===== src/rtl/pit_multi_channel.sv =====
// Multi-channel programmable interval timer: CHANNELS independent prescaled
// down-counters programmed through a byte-wide register write port.
module pit_multi_channel #(
    parameter int CHANNELS   = 4,
    parameter int COUNT_W    = 16,
    parameter int PRESCALE_W = 8,
    localparam int SEL_W     = (CHANNELS > 1) ? $clog2(CHANNELS) : 1
) (
    input  logic                clk,
    input  logic                reset,
    input  logic                wr_en,
    input  logic [SEL_W+1:0]    wr_addr,
    input  logic [7:0]          wr_data,
    input  logic [CHANNELS-1:0] irq_ack,
    input  logic [SEL_W-1:0]    mon_sel,
    output logic [CHANNELS-1:0] irq,
    output logic                irq_any,
    output logic [CHANNELS-1:0] active,
    output logic [COUNT_W-1:0]  mon_count
);
    localparam logic [1:0] REG_CTRL      = 2'd0;
    localparam logic [1:0] REG_RELOAD_LO = 2'd1;
    localparam logic [1:0] REG_RELOAD_HI = 2'd2;

    logic [COUNT_W-1:0] w_count [CHANNELS];
    logic [SEL_W-1:0]   w_wr_ch;
    logic [1:0]         w_wr_reg;

    assign w_wr_ch  = wr_addr[SEL_W+1:2];
    assign w_wr_reg = wr_addr[1:0];

    for (genvar g = 0; g < CHANNELS; g++) begin : g_ch
        // r_ctrl holds {sticky, prescale_en, periodic, enable}; restart is never stored
        logic [3:0]            r_ctrl;
        logic [COUNT_W-1:0]    r_reload;
        logic [COUNT_W-1:0]    r_count;
        logic [PRESCALE_W-1:0] r_prescale;
        logic [PRESCALE_W-1:0] r_presc_cnt;
        logic                  r_irq;

        logic [3:0]            w_ctrl_nx;
        logic [COUNT_W-1:0]    w_reload_nx;
        logic [COUNT_W-1:0]    w_count_nx;
        logic [PRESCALE_W-1:0] w_prescale_nx;
        logic [PRESCALE_W-1:0] w_presc_nx;
        logic                  w_irq_nx;
        logic                  w_sel;
        logic                  w_tick;
        logic                  w_expire;
        logic [15:0]           w_reload_wide;

        assign w_sel = wr_en && (w_wr_ch == SEL_W'(g));

        // Next state: tick and expiry first, then a register write overrides them.
        always_comb begin
            w_ctrl_nx     = r_ctrl;
            w_reload_nx   = r_reload;
            w_count_nx    = r_count;
            w_prescale_nx = r_prescale;
            w_presc_nx    = r_presc_cnt;
            w_irq_nx      = 1'b0;
            w_tick        = 1'b0;
            w_expire      = 1'b0;
            w_reload_wide = 16'(r_reload);

            if (r_ctrl[0]) begin
                w_tick = !r_ctrl[2] || (r_presc_cnt == r_prescale);
                if (r_ctrl[2]) begin
                    w_presc_nx = w_tick ? {PRESCALE_W{1'b0}} : r_presc_cnt + PRESCALE_W'(1);
                end else begin
                    w_presc_nx = r_presc_cnt;
                end
                if (w_tick) begin
                    if (r_count != {COUNT_W{1'b0}}) begin
                        w_count_nx = r_count - COUNT_W'(1);
                    end else begin
                        // zero is only ever left through expiry, so no underflow
                        w_expire = 1'b1;
                        if (r_ctrl[1]) begin
                            w_count_nx = r_reload;
                        end else begin
                            w_ctrl_nx[0] = 1'b0;
                            w_count_nx   = r_count;
                        end
                    end
                end else begin
                    w_count_nx = r_count;
                end
            end else begin
                w_tick = 1'b0;
            end

            if (w_sel) begin
                case (w_wr_reg)
                    REG_CTRL: begin
                        w_ctrl_nx = wr_data[3:0];
                        w_expire  = 1'b0;
                        if (wr_data[0] || wr_data[4]) begin
                            w_count_nx = r_reload;
                            w_presc_nx = {PRESCALE_W{1'b0}};
                        end else begin
                            w_count_nx = r_count;
                            w_presc_nx = r_presc_cnt;
                        end
                    end
                    REG_RELOAD_LO: begin
                        w_reload_wide[7:0] = wr_data;
                        w_reload_nx        = w_reload_wide[COUNT_W-1:0];
                    end
                    REG_RELOAD_HI: begin
                        w_reload_wide[15:8] = wr_data;
                        w_reload_nx         = w_reload_wide[COUNT_W-1:0];
                    end
                    default: begin
                        w_prescale_nx = wr_data[PRESCALE_W-1:0];
                    end
                endcase
            end else begin
                w_reload_nx = r_reload;
            end

            // a new expiry beats a simultaneous ack
            if (w_expire) begin
                w_irq_nx = 1'b1;
            end else if (r_ctrl[3]) begin
                w_irq_nx = r_irq && !irq_ack[g];
            end else begin
                w_irq_nx = 1'b0;
            end
        end

        // Channel state registers with synchronous reset.
        always_ff @(posedge clk) begin
            if (reset) begin
                r_ctrl      <= 4'd0;
                r_reload    <= {COUNT_W{1'b0}};
                r_count     <= {COUNT_W{1'b0}};
                r_prescale  <= {PRESCALE_W{1'b0}};
                r_presc_cnt <= {PRESCALE_W{1'b0}};
                r_irq       <= 1'b0;
            end else begin
                r_ctrl      <= w_ctrl_nx;
                r_reload    <= w_reload_nx;
                r_count     <= w_count_nx;
                r_prescale  <= w_prescale_nx;
                r_presc_cnt <= w_presc_nx;
                r_irq       <= w_irq_nx;
            end
        end

        assign w_count[g] = r_count;
        assign irq[g]     = r_irq;
        assign active[g]  = r_ctrl[0];
    end

    assign irq_any = |irq;

    // Count monitor; a selection beyond the last channel reads as zero.
    always_comb begin
        mon_count = {COUNT_W{1'b0}};
        for (int i = 0; i < CHANNELS; i++) begin
            mon_count = mon_count | ((mon_sel == SEL_W'(i)) ? w_count[i] : {COUNT_W{1'b0}});
        end
    end
endmodule

===== config.mk =====
export PLATFORM = sky130hd
export DESIGN_NAME = pit_multi_channel
export DESIGN_NICKNAME = d
export VERILOG_FILES = /design/src/rtl/pit_multi_channel.sv
export SDC_FILE = /design/constraint.sdc
export NUM_CORES = 1
export LEC_CHECK = 0
export ABC_CLOCK_PERIOD_IN_PS = 2300
export CORE_MARGIN = 3
export CORE_UTILIZATION = 45
export CTS_CLUSTER_DIAMETER = 200
export DETAILED_ROUTE_END_ITERATION = 8
export GPL_TIMING_DRIVEN = 0
export HOLD_SLACK_MARGIN = 0.15
export MAX_ROUTING_LAYER = met4
export PLACE_DENSITY_LB_ADDON = 0.2
export SYNTH_ARGS = -nofsm -noshare
export SYNTH_HDL_FRONTEND = slang
export SYNTH_SLANG_ARGS = --single-unit

===== constraint.sdc =====
create_clock -name clk -period 2.3 [get_ports clk]
set_clock_uncertainty 0.1 [all_clocks]
set_input_delay 0.23 -clock clk [delete_from_list [all_inputs] [get_ports clk]]
set_output_delay 0.23 -clock clk [all_outputs]
set_load 0.005 [all_outputs]

==> metrics.md, run 1 <==
| Metric | Value |
|---|---|
| Outcome | complete, but fails checks |
| Violated checks | setup timing |
| Register bit total from synthesis | 212 |
| TritonCTS Buffers | 25 |
| Worst-Skew Late Latency | 0.54 ns |
| Clock transition at path regs | 0.06 ns |
| Psw | 0.00259 W |
| Leak | 5.75 nW |
| VDD IR-drop max | 0.000529 V |
| Crit-path max FO | 6 |
| Chip width | 173 µm |
| Worst endpoint required time | 2.63 ns |
| Gate power share | 14.2% |
| Fin Setup TNS | -0.0188 ns |
| Initial antenna violation count | 3 |
| Seq/Total Area, Yosys | 33.9% |
| Fin worst setup slack | -0.0183 ns |
| Flop2flop setup slack | -0.02 ns |
| Ys Warns | 0 |
| DRC | 0 |
| Area share of the largest cell type after synthesis | 33.9% |
| Max-slew violation count | 0 |
| R2r startpoint | g_ch[1].r_count[6] |
| Row count | 60 |
| Sw Ratio | 27.5% |
| Pre-CTS setup slack | -1.15 ns |
| Largest net degree at the start of global routing | 13 |
| Number of fill cells | 2,585 |
| Max-cap violations | 0 |
| H-tree levels | 1 |
| Via density | 6.47 |
| Syn nets | 1,546 |
| Hold Crit Start | reset |
| Area leader, netlist | dfxtp_1 |
| Detailed-route via count | 12,967 |
| Post-Synthesis Cell Area | 0.0125 mm² |
| Sink Count | 212 |
| DRT Wirelength | 51.0 mm |
| Iteration-0 DRC Markers | 1,574 |
| Slowest stage delay, CP | 0.56 ns |
| Root Driver | clkbuf_16 |
| CP Capture Type | flip-flop |
| Actual slew at the worst max-slew pin | 1.28 ns |
| Die H | 173 µm |
| RSZ-0062 raised after global routing | yes |
| Total grt overflow | 0 |
| Cell internal pwr | 0.00681 W |
| Synth Flop Type | dfxtp_1 |
| Clock share of power | 45.6% |
| Post-DRT Antenna Nets | 0 |
| Crit start category | flip-flop |
| Share of cells above drive strength 1 | 18.6% |
| Post-Syn Instances | 1,513 |
| Core box area | 0.0272 mm² |
| Fmax | 0.431 GHz |
| Seq pwr share | 40.2% |
| CP top delay family | simple AND/OR/NAND/NOR gates |
| Die area | 0.0299 mm² |
| Initial core utilization | 46.1% |
| Max transition margin | 14.2% |
| RePlAce Congestion | 1.00 |
| Critical path cell sequence | buf_6, or4_4, or3_1, buf_6, nor2_8, o211ai_2, a32o_1, a32o_1 |
| Power density cells | 618 mW/mm² |
| Synth unique cells | 89 |
| Synth-to-layout area growth | 21.4% |
| CTS tree | done |
| Post-synth EDFFs | 0 |
| Fin nets | 1,644 |
| Vias in the first global route | 11,959 |
| Crit path time final | 2.32 ns |
| First-pass GRT wire length | 75.7 mm |
| Hold crit path type | in2reg |
| Buffers & Inverters on Critical Path | 2 |
| Final hold vios | 0 |
| R2R Path End | g_ch[1].r_count[1] |
| Final Setup Violations | 2 |
| DP HPWL | 35.4 mm |
| Worst r2r path cells | 8 |
| Final period util | 101% |
| Worst endpoint data arrival time | 2.65 ns |
| Ys async rst share | 0% |
| First-pass detailed-route iteration total | 6 |
| I/O Buffers | 41 |
| Crit-path slowest cell | or4_4 |
| Clock buffer depth | 3 |
| Post-detailed-route wirelength per cell | 25.5 µm |
| Hold Path End | g_ch[1].r_count[1] |
| Num ports | 46 |
| WS Path Type | reg2reg |
| Dominant cells by area after synthesis | dfxtp_1 34%, mux2i_1 12%, nor2_1 6.0%, nand2_1 4.6%, a21oi_1 3.4% |
| Syn Area/Cell | 8.29 µm² |
| Global-route usage over all layers | 33.5% |
| Hold path depth | 3 |
-- flip-flops by register name, indices dropped and copies added (netlist names) --
register / flops
g_ch.r_ctrl: 16
g_ch.r_reload: 64
g_ch.r_prescale: 32
g_ch.r_count: 64
g_ch.r_presc_cnt: 32
g_ch.r_irq: 4
-- per-layer routing --
| metal | vias to the layer above | part of all wire, % | GRT usage, % |
|---|---|---|---|
| met4 | 0 | 5.4 | 13.8 |
| met2 | 824 | 42 | 48.6 |
| li1 | 5797 | - | - |
| met3 | 190 | 12 | 6.83 |
| met5 | - | 0 | - |
| met1 | 6156 | 40 | 45.4 |
-- worst max-delay path by stage --
stage                              from                   to  slack (ns)  depth (start not counted)
floorplan            g_ch[1].r_count[9]   g_ch[1].r_count[1]        0.02                          8
global placement             wr_data[4]   g_ch[1].r_count[7]       -1.18                          7
detailed placement           wr_data[4]  g_ch[1].r_count[14]       -1.15                          6
CTS                 g_ch[1].r_count[10]   g_ch[1].r_count[3]      0.0002                          8
global route         g_ch[1].r_count[9]   g_ch[1].r_count[7]       -0.07                          6
finish               g_ch[1].r_count[6]   g_ch[1].r_count[1]       -0.02                          8
-- timing repair --
item,4_1_cts,5_1_grt
setup buffers,24,18
resized for setup,119,112
hold buffers,3,0
pin swaps,17,25
setup endpoints to repair,125,122
endpoints found under the hold margin,11,0
-- stage by stage --
stage / power [W] / instance area, µm² / std cells / hold slack (ns) / utilization, %
finish: 0.00940 / 15200 / 2004 / 0.188 / 56.0
global route: 0.00964 / 15200 / 2004 / 0.169 / 56.0
CTS: 0.00932 / 14800 / 1988 / 0.157 / 54.5
detailed placement: 0.00498 / 13400 / 1926 / 0.351 / 49.4
global placement: 0.00498 / 13400 / 1926 / 0.346 / 49.4
floorplan: 0.00456 / 12600 / 1513 / 0.277 / -
-- synth_stat cells, drive strengths merged, types with 6 or more instances --
library cell	number
a211o	7
a211oi	8
a21oi	84
a221oi	15
a22oi	9
a311oi	23
a31oi	30
a41oi	9
and2	12
and3	22
buf	41
clkbuf	76
dfxtp	212
ha	12
inv	21
mux2	8
mux2i	147
mux4	16
nand2	156
nand2b	17
nand3	51
nand3b	10
nand4	14
nor2	201
nor3	41
nor4	18
nor4b	7
o211ai	8
o21ai	73
o22ai	6
o311ai	6
o31ai	14
o32ai	9
or2	7
or3	19
xnor2	24
xor2	9
-- logic make-up (layout without fill, tap and decap cells) --
group	after synthesis	after routing	share of synthesized area, %
compound gates	354	354	19.3
xor+xnor	33	33	2.31
fa+ha+maj	12	12	1.20
buf+inv	138	255	4.91
flops	212	212	33.9
mux	171	171	15.4
other cells	0	2	0
simple gates	593	593	23.1
-- tightest hold or removal path: cells and delay by family --
| kind | cells | cell delay (ns) |
|---|---|---|
| AOI/OAI and AO/OA | 1 | 0.27 |
| buffers and inverters | 1 | 0.15 |
| and+or+nand+nor | 1 | 0.13 |
-- power by group through the flow --
| stage | logic [W] | clock network (W) | registers (W) |
|---|---|---|---|
| 5_1_grt | 0.00141 | 0.00445 | 0.00378 |
| 2_1_floorplan | 0.000730 | 0 | 0.00383 |
| 3_3_place_gp | 0.00112 | 0 | 0.00386 |
| 6_report | 0.00134 | 0.00429 | 0.00378 |
| 4_1_cts | 0.00122 | 0.00432 | 0.00378 |
| 3_5_place_dp | 0.00112 | 0 | 0.00386 |
-- area by class of cell --
type,instances,area [µm²],area share [%]
Multi-Input combinational cell,1163,8120,53.4
Sequential cell,212,4320,28.4
Timing Repair Buffer,86,796,5.23
Clock buffer,35,713,4.69
Buffer,102,556,3.65
Tap cell,372,465,3.06
Clock inverter,11,163,1.07
Inverter,21,78.8,0.518
Antenna cell,2,5.00,0.0329
-- placed cells by master (no fill, tap or decap), drive strengths merged, types with 12 or more instances in the layout --
cell	synthesis	final
inv	21	22
xnor2	24	24
a21oi	84	84
a311oi	23	23
or3	19	19
nand4	14	14
ha	12	12
mux4	16	16
nor4	18	18
o21ai	73	73
nand3	51	51
clkdlybuf4s50	0	30
and3	22	22
nor3	41	41
nor2	201	201
o31ai	14	14
a221oi	15	15
dfxtp	212	212
nand2b	17	17
and2	12	12
nand2	156	156
clkbuf	76	98
buf	41	81
a31oi	30	30
mux2i	147	147
(Power assumes the default switching activity.)
==> inputs of run 2 (changes only) <==
- ABC_CLOCK_PERIOD_IN_PS: 2300 -> 2600
- clock period: 2.3 -> 2.6 ns (I/O delays scaled with it)
==> metrics.md, run 2 (same netlist as run 1, synthesis figures left out) <==
| Metric | Value |
|---|---|
| Outcome | complete, but fails checks |
| Violated checks | setup timing |
| Fin Setup TNS | -0.00901 ns |
| Crit start category | input port |
| Detailed-route via count | 12,842 |
| Worst r2r path cells | 9 |
| Fin cells | 1,982 |
| CP Capture Type | flip-flop |
| RSZ-0062 raised after global routing | yes |
| Largest net degree at the start of global routing | 13 |
| Final Setup Violations | 1 |
| Biggest regs | g_ch.r_count x64, g_ch.r_reload x64 |
| WS Path Type | in2reg |
| Power Total | 0.00829 W |
| Most frequent cells in the layout | 209 x dfxtp_1, 198 x nor2_1, 153 x nand2_1 |
| Actual slew at the worst max-slew pin | 1.23 ns |
| Crit-path max FO | 10 |
| Clock transition at path regs | 0.06 ns |
| TritonCTS Buffers | 26 |
| Clock buffer depth | 3 |
| Total grt overflow | 0 |
| Most common cell after layout, fill and taps aside | dfxtp_1 |
| Pre-CTS setup slack | -0.882 ns |
| Iteration-0 DRC Markers | 1,466 |
| Root Driver | clkbuf_16 |
| Chip width | 173 µm |
| R2r startpoint | g_ch[2].r_count[0] |
| Fin worst setup slack | -0.00901 ns |
| DRT Wirelength | 49.2 mm |
| Start point of the critical path | wr_en |
| DRC | 0 |
| Post-layout util | 53.9% |
| Share of cells above drive strength 1 | 11.7% |
| Die H | 173 µm |
| RePlAce Congestion | 1.00 |
| Number of fill cells | 2,587 |
| Initial core utilization | 46.1% |
| Synth-to-layout area growth | 16.9% |
| Worst-Skew Late Latency | 0.53 ns |
| Worst endpoint required time | 2.93 ns |
| CTS tree | done |
| Leak | 5.41 nW |
| Power density cells | 566 mW/mm² |
| Flop2flop setup slack | 0.08 ns |
| Die area | 0.0299 mm² |
| DP HPWL | 34.7 mm |
| Post-detailed-route wirelength per cell | 24.8 µm |
| H-tree levels | 1 |
| Vias in the first global route | 11,900 |
| Fin nets | 1,624 |
| Fmax | 0.383 GHz |
| Row count | 60 |
| I/O Buffers | 41 |
| Worst endpoint data arrival time | 2.94 ns |
| Global-route usage over all layers | 32.3% |
| First-pass GRT wire length | 73.8 mm |
| Dpl cells | 1,926 |
| Crit path time final | 2.61 ns |
| Final hold vios | 0 |
| Num ports | 46 |
| Max transition margin | 17.9% |
| Final period util | 100% |
| First-pass detailed-route iteration total | 6 |
| Core box area | 0.0272 mm² |
| Initial antenna violation count | 1 |
| Worst Setup EP | g_ch[2].r_count[4] |
| Sink Count | 212 |
| Max-cap violations | 0 |
| R2R Path End | g_ch[2].r_count[15] |
| Post-DRT Antenna Nets | 0 |
| Max-slew violation count | 0 |
| Via density | 6.48 |
| VDD IR-drop max | 0.000399 V |
| Hold crit path type | in2reg |
[run 2: layout make-up]
class	instances	area, µm²	share of cell area [%]
diodes	1	2.50	0.0171
plain buffers	113	561	3.83
clock buffers	35	756	5.16
clock inverters	11	159	1.08
inverters	21	78.8	0.538
multi-input cells	1163	7870	53.7
flip-flops and latches	212	4250	29.0
well taps	372	465	3.18
repair buffers	54	515	3.52
[run 2: per-layer routing]
metal / GRT usage, % / wire [µm] / vias to the layer above
met5: - / 0 / -
met4: 11.5 / 1800 / 0
met3: 6.26 / 5330 / 129
met2: 46.9 / 21200 / 771
met1: 44.8 / 20900 / 6189
li1: - / - / 5753
[run 2: worst max-delay path, cell delays in order]
cell,delay [ns]
clkdlybuf4s50_1,0.57
or3b_2,0.46
buf_2,0.20
nor2_2,0.34
clkbuf_2,0.35
buf_2,0.35
a31oi_1,0.10
a221oi_1,0.30
[run 2: worst min path at each step]
stage / from / end / depth (start not counted) / slack (ns)
6_report: reset / g_ch[1].r_count[5] / 4 / 0.21
5_1_grt: reset / g_ch[1].r_count[1] / 3 / 0.22
4_1_cts: reset / g_ch[1].r_count[5] / 4 / 0.18
3_5_place_dp: g_ch[0].r_ctrl[3] / g_ch[0].r_ctrl[3] / 2 / 0.35
3_3_place_gp: g_ch[0].r_ctrl[3] / g_ch[0].r_ctrl[3] / 2 / 0.35
2_1_floorplan: wr_data[1] / g_ch[3].r_prescale[1] / 2 / 0.31
[run 2: report_power, final]
part | switching (W) | total (W) | internal, W
combinational | 0.000707 | 0.00108 | 0.000372
clock | 0.00145 | 0.00387 | 0.00242
sequential | 0.0000592 | 0.00335 | 0.00329
total | 0.00221 | 0.00829 | 0.00608
[run 2: what timing repair did]
item                                    in CTS  in global routing
endpoints found under the setup margin      82                 69
buffers inserted                             3                  8
hold buffers                                 2                  0
hold endpoints to repair                     9                  0
gates resized for setup                     34                 39
pin swaps                                    0                  3
[run 2: stage by stage]
stage	hold WS, ns	instance area [µm²]
floorplan	0.307	12500
global placement	0.347	13400
detailed placement	0.351	13400
CTS	0.184	14500
global route	0.216	14700
finish	0.212	14700
==> inputs of run 3 (changes only) <==
- CORE_UTILIZATION: 45 -> 35
- HOLD_SLACK_MARGIN: 0.15 -> 0.03
==> metrics.md, run 3 (same netlist as run 1, synthesis figures left out) <==
| Metric | Value |
|---|---|
| Num ports | 46 |
| Initial antenna violation count | 0 |
| Max-slew violation count | 0 |
| Dpl cells | 2,009 |
| Worst endpoint data arrival time | 2.18 ns |
| Sw Ratio | 27.3% |
| Fin nets | 1,622 |
| Most frequent cells in the layout | 209 x dfxtp_1, 197 x nor2_1, 151 x nand2_1 |
| Area after DPL | 0.0135 mm² |
| Cell internal pwr | 0.00616 W |
| Row count | 68 |
| Worst r2r path cells | 7 |
| H-tree levels | 1 |
| Iteration-0 DRC Markers | 1,550 |
| Final period util | 97.8% |
| Die H | 195 µm |
| Synth-to-layout area growth | 17.7% |
| Hold crit path type | in2reg |
| Fmax | 0.393 GHz |
| Leak | 5.40 nW |
| RePlAce Congestion | 0.992 |
| Design Area, Final | 0.0148 mm² |
| CTS tree | done |
| Die area | 0.0381 mm² |
| Worst endpoint required time | 2.24 ns |
| DRT Wirelength | 51.4 mm |
| I/O Buffers | 41 |
| Clock transition at path regs | 0.06 ns |
| WS Path Type | reg2out |
| Clock buffer depth | 3 |
| Hold path depth | 3 |
| Seq pwr share | 39.5% |
| Final hold vios | 0 |
| Final Setup Violations | 0 |
| Most common cell after layout, fill and taps aside | dfxtp_1 |
| Actual slew at the worst max-slew pin | 1.27 ns |
| Post-detailed-route wirelength per cell | 24.9 µm |
| Biggest regs | g_ch.r_count x64, g_ch.r_reload x64 |
| Share of cells above drive strength 1 | 11.6% |
| Max-cap violations | 0 |
| # diodes | 0 |
| Pre-CTS setup slack | -1.12 ns |
| Detailed-route via count | 12,672 |
| Largest net degree at the start of global routing | 14 |
| Crit start category | flip-flop |
| Core box area | 0.0349 mm² |
| Post-DRT Antenna Nets | 0 |
| Global-route usage over all layers | 26.7% |
| Clock share of power | 47.5% |
| Worst-Skew Late Latency | 0.57 ns |
| Crit path time final | 2.54 ns |
| Gate power share | 13.0% |
| Crit-path slowest cell | clkdlybuf4s50_1 |
| Fin Setup TNS | 0 ns |
| Critical path cell sequence | clkbuf_1, mux4_2, clkdlybuf4s50_1 |
| Crit-path max FO | 10 |
| Slowest stage delay, CP | 0.51 ns |
| Sink Count | 212 |
| First-pass detailed-route iteration total | 5 |
| Vias in the first global route | 11,835 |
| DRC | 0 |
| Max transition margin | 15.2% |
| Fin worst setup slack | 0.0568 ns |
| Root Driver | clkbuf_16 |
| Fin cells | 2,062 |
| CP Capture Type | primary output |
| Via density | 6.15 |
| DP HPWL | 36.5 mm |
| TritonCTS Buffers | 26 |
| Initial core utilization | 35.9% |
| Total grt overflow | 0 |
| Outcome | finished, final reports clean |
| First-pass GRT wire length | 77.1 mm |
| VDD IR-drop max | 0.000432 V |
| Psw | 0.00231 W |
| Power density cells | 574 mW/mm² |
| Chip width | 195 µm |
| RSZ-0062 raised after global routing | no |
-- run 3: power groups by stage --
stage | combinational (W) | clock [W] | sequential, W
detailed placement | 0.00101 | 0 | 0.00341
global placement | 0.00101 | 0 | 0.00341
global route | 0.00117 | 0.00422 | 0.00335
floorplan | 0.000643 | 0 | 0.00339
CTS | 0.00106 | 0.00407 | 0.00334
finish | 0.00110 | 0.00402 | 0.00335
-- run 3: final timing paths --
| kind | startpoint | to | slack, ns |
|---|---|---|---|
| setup / recovery | g_ch[3].r_count[5] | mon_count[5] | 0.06 |
| hold reg to reg | g_ch[2].r_ctrl[3] | g_ch[2].r_ctrl[3] | 0.36 |
| hold / removal | wr_data[0] | g_ch[3].r_prescale[0] | 0.05 |
| setup reg to reg | g_ch[1].r_count[6] | g_ch[1].r_count[3] | 0.08 |
-- run 3: metal layers --
layer / share of wire, % / track usage (%) / vias to the layer above
li1: - / - / 5733
met1: 43 / 36.7 / 6186
met2: 43 / 40.0 / 617
met3: 8.5 / 3.74 / 136
met4: 4.6 / 10.4 / 0
met5: 0 / - / -
-- run 3: worst max-delay path, delay by kind of cell (launching register included) --
family	cells	cell delay [ns]
buf+inv	2	0.88
flops	1	0.37
mux	1	0.38
-- run 3: metrics by stage --
stage	utilization (%)	total power (W)	hold slack (ns)
5_1_grt	42.3	0.00874	0.0717
2_1_floorplan	-	0.00403	0.307
3_5_place_dp	38.7	0.00442	0.352
4_1_cts	41.9	0.00846	0.0463
6_report	42.3	0.00847	0.0461
3_3_place_gp	38.7	0.00442	0.350
-- run 3: final cells by class --
| cell class | instances | area (µm²) |
|---|---|---|
| fill | 3582 | 20100 |
| multi-input combinational | 1163 | 7860 |
| timing repair buffer | 54 | 515 |
| buffer | 111 | 546 |
| clock inverter | 11 | 196 |
| clock buffer | 35 | 744 |
| tap | 455 | 569 |
| inverter | 21 | 78.8 |
| sequential | 212 | 4250 |
-- run 3: timing repair --
action | 4_1_cts | 5_1_grt
pin swaps | 2 | 1
gates resized for setup | 29 | 42
setup endpoints to repair | 91 | 87
setup buffers | 8 | 4
hold buffers | 1 | 0
endpoints found under the hold margin | 1 | 0
